**src/rtl/fix_pkg.sv**
```systemverilog
// Shared constants and types for the FIX byte-stream framer.
package fix_pkg;

    localparam logic [7:0] SOH   = 8'h01;
    localparam logic [7:0] CH_EQ = 8'h3D;
    localparam logic [7:0] CH_0  = 8'h30;
    localparam logic [7:0] CH_1  = 8'h31;
    localparam logic [7:0] CH_8  = 8'h38;
    localparam logic [7:0] CH_9  = 8'h39;

    typedef enum logic [3:0] {
        IDLE,
        SAW8,
        BODY,
        TAG1,
        TAG0,
        TAGEQ,
        DIG,
        TERM,
        DONE,
        ERR
    } framer_state_t;

    typedef enum logic [1:0] {
        ERR_DIGIT  = 2'd0,
        ERR_RANGE  = 2'd1,
        ERR_NO_SOH = 2'd2,
        ERR_LEN    = 2'd3
    } framer_err_t;

    function automatic logic is_digit(input logic [7:0] b);
        return (b >= CH_0) && (b <= CH_9);
    endfunction

endpackage

```
**src/rtl/fix_digit_acc.sv**
```systemverilog
// Three-digit ASCII decimal accumulator for the checksum trailer value.
// acc is 10 bits so "999" fits; the framer only looks at the low byte and
// the out-of-range flag.
module fix_digit_acc
    import fix_pkg::*;
(
    input  logic       clk,
    input  logic       rst_n,
    input  logic       clr,
    input  logic       step,
    input  logic [7:0] data,
    output logic [7:0] val,
    output logic       is_dig,
    output logic       last,
    output logic       over
);

    logic [9:0] acc;
    logic [9:0] acc_nxt;
    logic [1:0] cnt;

    assign is_dig = is_digit(data);
    assign last   = (cnt == 2'd2);
    assign over   = (acc > 10'd255);
    assign val    = acc[7:0];

    // Next value: acc*10 plus the low nibble of an ASCII digit.
    always_comb begin
        acc_nxt = acc * 10'd10 + {6'd0, data[3:0]};
    end

    // Accumulator and digit counter; clear wins over step.
    always_ff @(posedge clk or negedge rst_n) begin
        if (!rst_n) begin
            acc <= '0;
            cnt <= '0;
        end else if (clr) begin
            acc <= '0;
            cnt <= '0;
        end else if (step) begin
            acc <= acc_nxt;
            cnt <= cnt + 2'd1;
        end
    end

endmodule

```
**src/rtl/fix_framer.sv**
```systemverilog
// FIX byte-stream framer: hunts "8=", forwards frame bytes with start/end
// strobes, decodes the "10=NNN<SOH>" trailer and reports framing errors.
//
// state | meaning
// IDLE  | hunting for '8'
// SAW8  | '8' seen, waiting for '='
// BODY  | inside a field value, forwarding
// TAG1  | just after SOH, '1' may start the trailer tag
// TAG0  | "SOH 1" seen, looking for '0'
// TAGEQ | "SOH 10" seen, looking for '='
// DIG   | collecting the three checksum digits
// TERM  | three digits taken, expecting the closing SOH
// DONE  | one cycle: frame_ok pulse, input not ready
// ERR   | one cycle: frame_err pulse, next byte is hunted
module fix_framer
    import fix_pkg::*;
#(
    parameter int MAX_LEN = 1024,
    parameter int LEN_W   = 11
) (
    input  logic       clk,
    input  logic       rst_n,
    input  logic [7:0] data_i,
    input  logic       valid_i,
    output logic       ready_o,
    output logic [7:0] data_o,
    output logic       valid_o,
    output logic       start_o,
    output logic       end_o,
    output logic [7:0] rx_checksum_o,
    output logic       frame_ok_o,
    output logic       frame_err_o,
    output logic [1:0] err_code_o
);

    framer_state_t state, state_nxt;
    framer_err_t   code_nxt, err_code_q;
    logic [LEN_W-1:0] len;
    logic accept, len_full, fwd_state;
    logic fwd, start_nxt, end_nxt, err_go;
    logic acc_clr, acc_step;
    logic [7:0] acc_val;
    logic acc_is_dig, acc_last, acc_over;

    assign ready_o  = (state != DONE);
    assign accept   = valid_i && (state != DONE);
    assign len_full = (len == LEN_W'(MAX_LEN));
    assign fwd_state = (state inside {BODY, TAG1, TAG0, TAGEQ, DIG, TERM});

    fix_digit_acc u_acc (
        .clk    (clk),
        .rst_n  (rst_n),
        .clr    (acc_clr),
        .step   (acc_step),
        .data   (data_i),
        .val    (acc_val),
        .is_dig (acc_is_dig),
        .last   (acc_last),
        .over   (acc_over)
    );

    // Next-state and per-byte actions; only accepted bytes move the FSM.
    always_comb begin
        state_nxt = state;
        code_nxt  = ERR_DIGIT;
        err_go    = 1'b0;
        fwd       = 1'b0;
        start_nxt = 1'b0;
        end_nxt   = 1'b0;
        acc_clr   = 1'b0;
        acc_step  = 1'b0;

        if (accept && fwd_state && len_full) begin
            // Overflowing byte is dropped, whatever else it would have meant.
            state_nxt = ERR;
            code_nxt  = ERR_LEN;
            err_go    = 1'b1;
        end else begin
            case (state)
                IDLE: begin
                    if (accept && data_i == CH_8) state_nxt = SAW8;
                end
                SAW8: begin
                    if (accept) begin
                        if (data_i == CH_EQ) begin
                            state_nxt = BODY;
                            fwd       = 1'b1;
                            start_nxt = 1'b1;
                        end else if (data_i != CH_8) begin
                            state_nxt = IDLE;
                        end
                    end
                end
                BODY: begin
                    if (accept) begin
                        fwd = 1'b1;
                        if (data_i == SOH) state_nxt = TAG1;
                    end
                end
                TAG1: begin
                    if (accept) begin
                        fwd = 1'b1;
                        if (data_i == CH_1)     state_nxt = TAG0;
                        else if (data_i == SOH) state_nxt = TAG1;
                        else                    state_nxt = BODY;
                    end
                end
                TAG0: begin
                    if (accept) begin
                        fwd = 1'b1;
                        if (data_i == CH_0)     state_nxt = TAGEQ;
                        else if (data_i == SOH) state_nxt = TAG1;
                        else                    state_nxt = BODY;
                    end
                end
                TAGEQ: begin
                    if (accept) begin
                        fwd = 1'b1;
                        if (data_i == CH_EQ) begin
                            state_nxt = DIG;
                            acc_clr   = 1'b1;
                        end else if (data_i == SOH) begin
                            state_nxt = TAG1;
                        end else begin
                            state_nxt = BODY;
                        end
                    end
                end
                DIG: begin
                    if (accept) begin
                        fwd = 1'b1;
                        if (acc_is_dig) begin
                            acc_step = 1'b1;
                            if (acc_last) state_nxt = TERM;
                        end else begin
                            state_nxt = ERR;
                            code_nxt  = ERR_DIGIT;
                            err_go    = 1'b1;
                        end
                    end
                end
                TERM: begin
                    if (accept) begin
                        if (data_i == SOH) begin
                            fwd     = 1'b1;
                            end_nxt = 1'b1;
                            if (acc_over) begin
                                state_nxt = ERR;
                                code_nxt  = ERR_RANGE;
                                err_go    = 1'b1;
                            end else begin
                                state_nxt = DONE;
                            end
                        end else begin
                            state_nxt = ERR;
                            code_nxt  = ERR_NO_SOH;
                            err_go    = 1'b1;
                        end
                    end
                end
                DONE: begin
                    state_nxt = IDLE;
                end
                ERR: begin
                    // The byte taken during the error cycle is already hunted.
                    state_nxt = (accept && data_i == CH_8) ? SAW8 : IDLE;
                end
                default: begin
                    state_nxt = IDLE;
                end
            endcase
        end
    end

    // State register.
    always_ff @(posedge clk or negedge rst_n) begin
        if (!rst_n) state <= IDLE;
        else        state <= state_nxt;
    end

    // Frame length: '=' loads 1, every further forwarded byte counts.
    always_ff @(posedge clk or negedge rst_n) begin
        if (!rst_n)         len <= '0;
        else if (start_nxt) len <= LEN_W'(1);
        else if (fwd)       len <= len + LEN_W'(1);
    end

    // Registered outputs; ok/err pulses follow the one-cycle DONE/ERR states.
    always_ff @(posedge clk or negedge rst_n) begin
        if (!rst_n) begin
            data_o        <= '0;
            valid_o       <= 1'b0;
            start_o       <= 1'b0;
            end_o         <= 1'b0;
            frame_ok_o    <= 1'b0;
            frame_err_o   <= 1'b0;
            err_code_o    <= '0;
            err_code_q    <= ERR_DIGIT;
            rx_checksum_o <= '0;
        end else begin
            data_o      <= fwd ? data_i : 8'h00;
            valid_o     <= fwd;
            start_o     <= start_nxt;
            end_o       <= end_nxt;
            frame_ok_o  <= (state == DONE);
            frame_err_o <= (state == ERR);
            err_code_o  <= (state == ERR) ? err_code_q : ERR_DIGIT;
            if (err_go)         err_code_q    <= code_nxt;
            if (state == DONE)  rx_checksum_o <= acc_val;
        end
    end

endmodule

```
**config.mk**
```make
export PLATFORM = sky130hd
export DESIGN_NAME = fix_framer
export DESIGN_NICKNAME = d
export VERILOG_FILES = /design/src/rtl/fix_pkg.sv /design/src/rtl/fix_digit_acc.sv /design/src/rtl/fix_framer.sv
export SDC_FILE = /design/constraint.sdc
export NUM_CORES = 1
export LEC_CHECK = 0
export CORE_MARGIN = 2
export CORE_UTILIZATION = 45
export CTS_BUF_LIST = sky130_fd_sc_hd__clkbuf_4 sky130_fd_sc_hd__clkbuf_8
export CTS_CLUSTER_SIZE = 16
export DETAILED_ROUTE_END_ITERATION = 6
export PLACE_DENSITY = 0.74
export SYNTH_ARGS = -nofsm -noshare
export SYNTH_HDL_FRONTEND = slang
export SYNTH_SLANG_ARGS = --single-unit
```
**constraint.sdc**
```tcl
create_clock -name clk -period 3.2 [get_ports clk]
set_input_delay 0.32 -clock clk [delete_from_list [all_inputs] [get_ports clk]]
set_output_delay 0.32 -clock clk [all_outputs]
set_load 0.1 [all_outputs]
```
# After elaboration in Yosys (flattened, before gate mapping)
# Index checks and enable logic that the tools add are counted.
# classes
magnitude_cmp,3
n_eq_ne,29
n_addsub,3
n_reduce_logical,11
multipliers,1
mux,59
# ops
op,n
$mux W4,15
$pmux W4 S9,1
$eq A8 B6 Y1 const B,4
$mux W1,26
$mux W11,2
$mux W10,2
$ne A3 B2 Y1 const B,6
$eq A4 B3 Y1 const B,4
$mux W2,7
$add A11 B1 Y11 const B,1
$eq A11 B11 Y1 const B,1
$reduce_and A11 Y1,1
$add A10 B4 Y10,1
$gt A10 B8 Y1 const B,1
$mul A10 B3 Y9 const B,1
$mux W3,3
$eq A4 B2 Y1 const B,2
$eq A4 B4 Y1 const B,2
$eq A8 B1 Y1 const B,1
$ge A8 B6 Y1 const B,1
$le A8 B6 Y1 const B,1
$mux W8,1
$ne A4 B4 Y1 const B,2
$ne A8 B6 Y1 const B,1
13 further kinds,19
# word_totals
inputBits,11
register_bits,52
out_inout_bits,24
wordCells,119

# Depth between registers and ports, before layout
# logic_depth
ltp_word,8
mapped_depth,9
depth_no_buf,9

# By module
# A second synthesis with hierarchy kept.
# unflattened
hier_cells,301
hier_area_um2,3093.0
# by_module_without_submodules
mod,n_inst,cells_per_inst,seq_area_each_um2,area_per_inst_um2
fix_framer,1,198,1001.0,2059.5
fix_digit_acc,1,103,300.3,1033.5

# Least setup slack after synthesis
# Ideal clock, no wire load.
# synth_timing
path_kind,register to register
start,register state[0]
end,register state[0]
n_path_buf,2
arrival_time_ns,2.433
required_time_ns,3.134
period_less_slack_ns,2.500
slack_ns,0.700
stages_incl_launch_ff,8
setup_time_ns,0.066
cell_sequence,dfrtp_1 > clkbuf_1 > nor2_1 > nand3_1 > clkbuf_1 > a41oi_1 > nand2_1 > o32a_1
# synth_via
elab_chain_cells,6
elab_cells_between_ends,30
classes_between,eq/ne (20); mux (3); reduce/logical (7)
# synth_lines
element,line_no,source
from (decl),fix_framer.sv:36,"framer_state_t state, state_nxt;"
from (signal assigned),fix_framer.sv:178,else state <= state_nxt;
$ne A4 B4 Y1 *,--,
via ready_o,fix_framer.sv:25,"output logic ready_o,"
$logic_and A1 B1 Y1 *,fix_framer.sv:46,assign accept = valid_i && (state != DONE);
"$logic_and A1 B1 Y1, on equally long branches","fix_framer.sv:73, fix_framer.sv:81, fix_framer.sv:166",
$logic_and A1 B1 Y1 or $mux W1 (tied branches),"fix_framer.sv:73, fix_framer.sv:166",
$ne A4 B4 Y1 (no line) (tied with other cells),--,
$reduce_and A11 Y1 (no line) or $mux W4 (tied branches),--,
# The timed path passes the listed nets; every way through them passes the cells marked *.
# A chain may end at the register's enable or synchronous reset.

# Worst setup path in the final report
# layout_timing
start,register u_acc.acc[1]
end,register u_acc.acc[9]
# layout_via
elab_chain_cells,4
# layout_lines
element,line_no,source
from (decl),fix_digit_acc.sv:18,logic [9:0] acc;
from (signal assigned),fix_digit_acc.sv:41,acc <= acc_nxt;
$mul A10 B3 Y9,fix_digit_acc.sv:29,"acc_nxt = acc * 10'd10 + {6'd0, data[3:0]};"
$add A10 B4 Y10,fix_digit_acc.sv:29,
$mux W10,fix_digit_acc.sv:40,end else if (step) begin
$mux W10,fix_digit_acc.sv:37,end else if (clr) begin
# Every way passes these cells. The select of a mux whose other input is x is not followed.

==> results_tabular.tex <==
\begin{tabular}{lr}
\hline
Metric & Value \\
\hline
\multicolumn{2}{l}{\textbf{Worst setup path}} \\
\quad Sequence of cells on the critical path & ha\_1 -> ha\_1 -> fa\_1 -> a211oi\_1 -> nor2\_1 -> xor2\_1 -> nand3\_1 -> xnor3\_1 -> o21ai\_0 \\
\quad Buffers \& Inverters on Critical Path & 0 \\
\quad Signal arrival time at the worst endpoint & 2.95 ns \\
\quad Worst Setup Start Kind & flip-flop \\
\quad Type of element capturing the critical path & flip-flop \\
\quad Data required time at the worst endpoint & 3.42 ns \\
\quad Cell at the slowest stage of the critical path & sky130\_fd\_sc\_hd\_\_dfrtp\_1 \\
\quad CP Max Fanout & 5 \\
\quad Worst path most repeated cell & sky130\_fd\_sc\_hd\_\_ha\_1 \\
\quad Cell type group with the largest total delay on the critical path & adder cells \\
\quad Worst stage delay on the critical path & 0.45 ns \\
\quad Type of the setup path with the least slack & flip-flop to flip-flop \\
\multicolumn{2}{l}{\textbf{CTS}} \\
\quad Post\_cts resized & 0 \\
\quad Post-CTS Hold Buffers & 0 \\
\quad Root buffer cell & sky130\_fd\_sc\_hd\_\_clkbuf\_8 \\
\quad Number of H-tree levels & 2 \\
\quad Clock Latency Late Sink & 0.30 ns \\
\quad Bufs on Longest Clock Path & 2 \\
\quad Clock sink count & 52 \\
\quad Setup fix buffers added after clock tree synthesis & 0 \\
\quad Clock transition at the registers of the reported paths & 0.09 ns \\
\quad Clock buffers created by TritonCTS & 5 \\
\quad CTS tree & yes \\
\multicolumn{2}{l}{\textbf{Power and ir drop}} \\
\quad Worst supply voltage drop on vdd & 372 uV \\
\quad Share of power burned in registers & 0.457 \\
\quad Combinational Power Share & 0.313 \\
\quad Total power divided by cell area & 503 nW/um\^{}2 \\
\quad Total net switching power & 0.653 mW \\
\quad Leakage power summed over all cells & 1.64 nW \\
\quad Clock share of power & 0.230 \\
\quad Internal power contribution & 1.09 mW \\
\quad Sw Share & 0.374 \\
\multicolumn{2}{l}{\textbf{STA}} \\
\quad Period utilization & 0.855 \\
\quad Transition time at the pin with the least slew margin & 0.979 ns \\
\quad Total Negative Setup Slacks & 0 ns \\
\quad Tightest hold margin & 0.0486 ns \\
\quad Unrepaired setup endpoints after global routing & no \\
\quad Endpoints failing hold & 0 \\
\quad Total count of max-transition violations in the final report & 0 \\
\quad Worst clock skew & 0.00665 ns \\
\quad Highest Clock Rate & 0.366 GHz \\
\quad Worst rel slew slack & 0.346 \\
\quad Time the final worst path needs with I/O delays and setup & 2.73 ns \\
\quad Count of endpoints failing setup in the final report & 0 \\
\multicolumn{2}{l}{\textbf{Yosys}} \\
\quad Net count of the mapped netlist & 329 \\
\quad Number of synthesized register bits & 52 \\
\quad Count of synthesis-stage warnings from yosys & 0 \\
\quad Top cells by area in the synthesized netlist & sky130\_fd\_sc\_hd\_\_dfrtp\_1, sky130\_fd\_sc\_hd\_\_ha\_1, sky130\_fd\_sc\_hd\_\_nand2\_1 \\
\quad Synth top area share & 0.438 \\
\quad Cell accounting for the most synthesized area & sky130\_fd\_sc\_hd\_\_dfrtp\_1 \\
\quad Sequential-to-total area share from yosys stat & 0.438 \\
\quad Mapped cell area & 2970 sq um \\
\quad Number of enable flip-flop cells after synthesis & 0 \\
\quad Instance count of the mapped netlist & 299 \\
\quad Post-synthesis average cell area & 9.93 sq um \\
\quad Synth cell types & 58 \\
\quad Fraction of registers with async set/reset & 1.00 \\
\quad Most used DFF post-synth & sky130\_fd\_sc\_hd\_\_dfrtp\_1 \\
\multicolumn{2}{l}{\textbf{Global routing}} \\
\quad Number of antenna violations at the first check in global routing & 0 \\
\quad Vias in the first global route & 2411 \\
\quad Grt total ovfl & 0 \\
\quad Maximum number of pins on one net before global-route repair & 32 \\
\quad Global-route wire length before repair & 11500 microns \\
\quad GRT Util Overall & 0.193 \\
\multicolumn{2}{l}{\textbf{Detailed routing}} \\
\quad Detailed-route via count & 2390 \\
\quad Post-detailed-route wirelength per cell & 16.2 microns \\
\quad Per-cell via count in the routed design & 5.84 \\
\quad Remaining routing DRC violations & 0 \\
\quad DRC violation total after the first TritonRoute iteration & 161 \\
\quad Post-route antenna net violation count & 0 \\
\quad Wire length reported by the detailed router & 6620 microns \\
\quad Detailed-router iteration count before antenna repair & 5 \\
\multicolumn{2}{l}{\textbf{Worst hold path}} \\
\quad Type of the most critical hold path & input port to asynchronous set/reset pin \\
\multicolumn{2}{l}{\textbf{Outcome}} \\
\quad Run status & completed \\
\multicolumn{2}{l}{\textbf{Floorplanning}} \\
\quad Std-Cell Rows & 29 \\
\quad Die Area & 7260 sq um \\
\quad Die height & 85.2 microns \\
\quad Boundary Pins & 35 \\
\quad Effective utilization at floorplan & 0.467 \\
\quad Width of the die & 85.2 microns \\
\quad Core region area & 6350 sq um \\
\multicolumn{2}{l}{\textbf{Finish}} \\
\quad Leading cell type in the layout, fill and taps excluded & sky130\_fd\_sc\_hd\_\_dfrtp\_1 \\
\quad Layout overhead on the synthesized area & 17.0\% \\
\quad Final Util & 0.547 \\
\quad Share of layout cells above drive strength 1 & 0.0934 \\
\quad Count of inserted antenna diode cells & 0 \\
\quad Commonest cells after routing, fill and taps aside & sky130\_fd\_sc\_hd\_\_dfrtp\_1, sky130\_fd\_sc\_hd\_\_nand2\_1, sky130\_fd\_sc\_hd\_\_clkdlybuf4s50\_1, sky130\_fd\_sc\_hd\_\_nor2\_1, sky130\_fd\_sc\_hd\_\_ha\_1 \\
\quad Number of inserted filler cells in the final layout & 556 \\
\quad Post-layout nets & 361 \\
\multicolumn{2}{l}{\textbf{Place}} \\
\quad HPWL Detailed & 4850 microns \\
\quad Gp weighted congestion & 0.968 \\
\quad Port-buffer cells & 34 \\
\multicolumn{2}{l}{\textbf{Flow run}} \\
\quad Number of maximum-capacitance constraint violations & 0 \\
\hline
\end{tabular}
-- power by group through the flow --
stage	Sequential, mW	Clock, mW	Combinational, mW
floorplan	0.892	0	0.320
global placement	0.805	0	0.546
detailed placement	0.806	0	0.546
CTS	0.793	0.416	0.548
global route	0.805	0.439	0.601
finish	0.798	0.401	0.547
-- flip-flops by register name, summed over array words and instances, names as in the netlist --
signal and flops:
err_code_q 2, end_o 1, u_acc.acc 10, data_o 8, frame_err_o 1, state 4, err_code_o 2, frame_ok_o 1
rx_checksum_o 8, u_acc.cnt 2, valid_o 1, start_o 1, len 11
-- per-stage QoR --
stage / instances / setup WS, ns / power, mW / instance area, sq um
floorplan: 299 / 0.700 / 1.21 / 2970
global placement: 401 / 0.535 / 1.35 / 3380
detailed placement: 401 / 0.468 / 1.35 / 3380
CTS: 409 / 0.459 / 1.76 / 3470
global route: 409 / 0.304 / 1.84 / 3470
finish: 409 / 0.465 / 1.75 / 3470
-- logic make-up after synthesis --
family / count (synthesis) / synth area share
AND/OR/NAND/NOR: 120 / 0.214
adder cells (fa/ha/maj): 19 / 0.0852
flip-flops: 52 / 0.438
AO/OA/AOI/OAI: 62 / 0.152
buffers and inverters: 23 / 0.0299
XOR/XNOR: 12 / 0.0400
multiplexers: 11 / 0.0409
-- routing by layer --
layer | part of all wire | track usage | up-vias | wire length (microns)
met1 | 0.45 | 0.253 | 1152 | 2980
met3 | 0.048 | 0.0418 | 13 | 319
li1 | - | - | 1153 | -
met2 | 0.48 | 0.322 | 72 | 3210
met5 | 0 | 0 | - | 0
met4 | 0.017 | 0.0592 | 0 | 115
-- cell type report --
cell class	count	area (sq um)	share of cell area
multi-input cells	224	1580	0.454
flip-flops and latches	52	1300	0.375
repair buffers	38	363	0.104
clock buffers	8	97.6	0.0281
well taps	77	96.3	0.0277
inverters	10	37.5	0.0108
-- Yosys cell counts, types with 3 or more instances --
| cell type | n |
|---|---|
| sky130_fd_sc_hd__nand4_1 | 3 |
| sky130_fd_sc_hd__a21o_1 | 4 |
| sky130_fd_sc_hd__nand2b_1 | 3 |
| sky130_fd_sc_hd__inv_1 | 9 |
| sky130_fd_sc_hd__ha_1 | 17 |
| sky130_fd_sc_hd__clkbuf_1 | 11 |
| sky130_fd_sc_hd__nor2_1 | 21 |
| sky130_fd_sc_hd__a22o_1 | 5 |
| sky130_fd_sc_hd__a21oi_1 | 12 |
| sky130_fd_sc_hd__and2_1 | 10 |
| sky130_fd_sc_hd__o21ai_0 | 9 |
| sky130_fd_sc_hd__and3_1 | 4 |
| sky130_fd_sc_hd__o211ai_1 | 6 |
| sky130_fd_sc_hd__o41ai_1 | 3 |
| sky130_fd_sc_hd__mux2_2 | 9 |
| sky130_fd_sc_hd__o22ai_1 | 3 |
| sky130_fd_sc_hd__xnor2_1 | 6 |
| sky130_fd_sc_hd__dfrtp_1 | 52 |
| sky130_fd_sc_hd__nand3_1 | 10 |
| sky130_fd_sc_hd__or4_1 | 6 |
| sky130_fd_sc_hd__nor3_1 | 9 |
| sky130_fd_sc_hd__nand2_1 | 35 |
| sky130_fd_sc_hd__xor2_1 | 5 |
-- path summary, 6_finish.rpt --
path | start | end | slack (ns) | depth (start not counted)
worst max-delay path | u_acc.acc[1] | u_acc.acc[9] | 0.47 | 9
worst min-delay path | rst_n | data_o[4] | 0.05 | 1
worst max register to register | u_acc.acc[1] | u_acc.acc[9] | 0.47 | 9
worst min register to register | u_acc.cnt[1] | u_acc.cnt[1] | 0.49 | 2
max in group asynchronous | rst_n | err_code_o[1] | 2.39 | 2
min in group clk | u_acc.cnt[1] | u_acc.cnt[1] | 0.49 | 2
No activity file was read; power rests on OpenSTA's default activity.
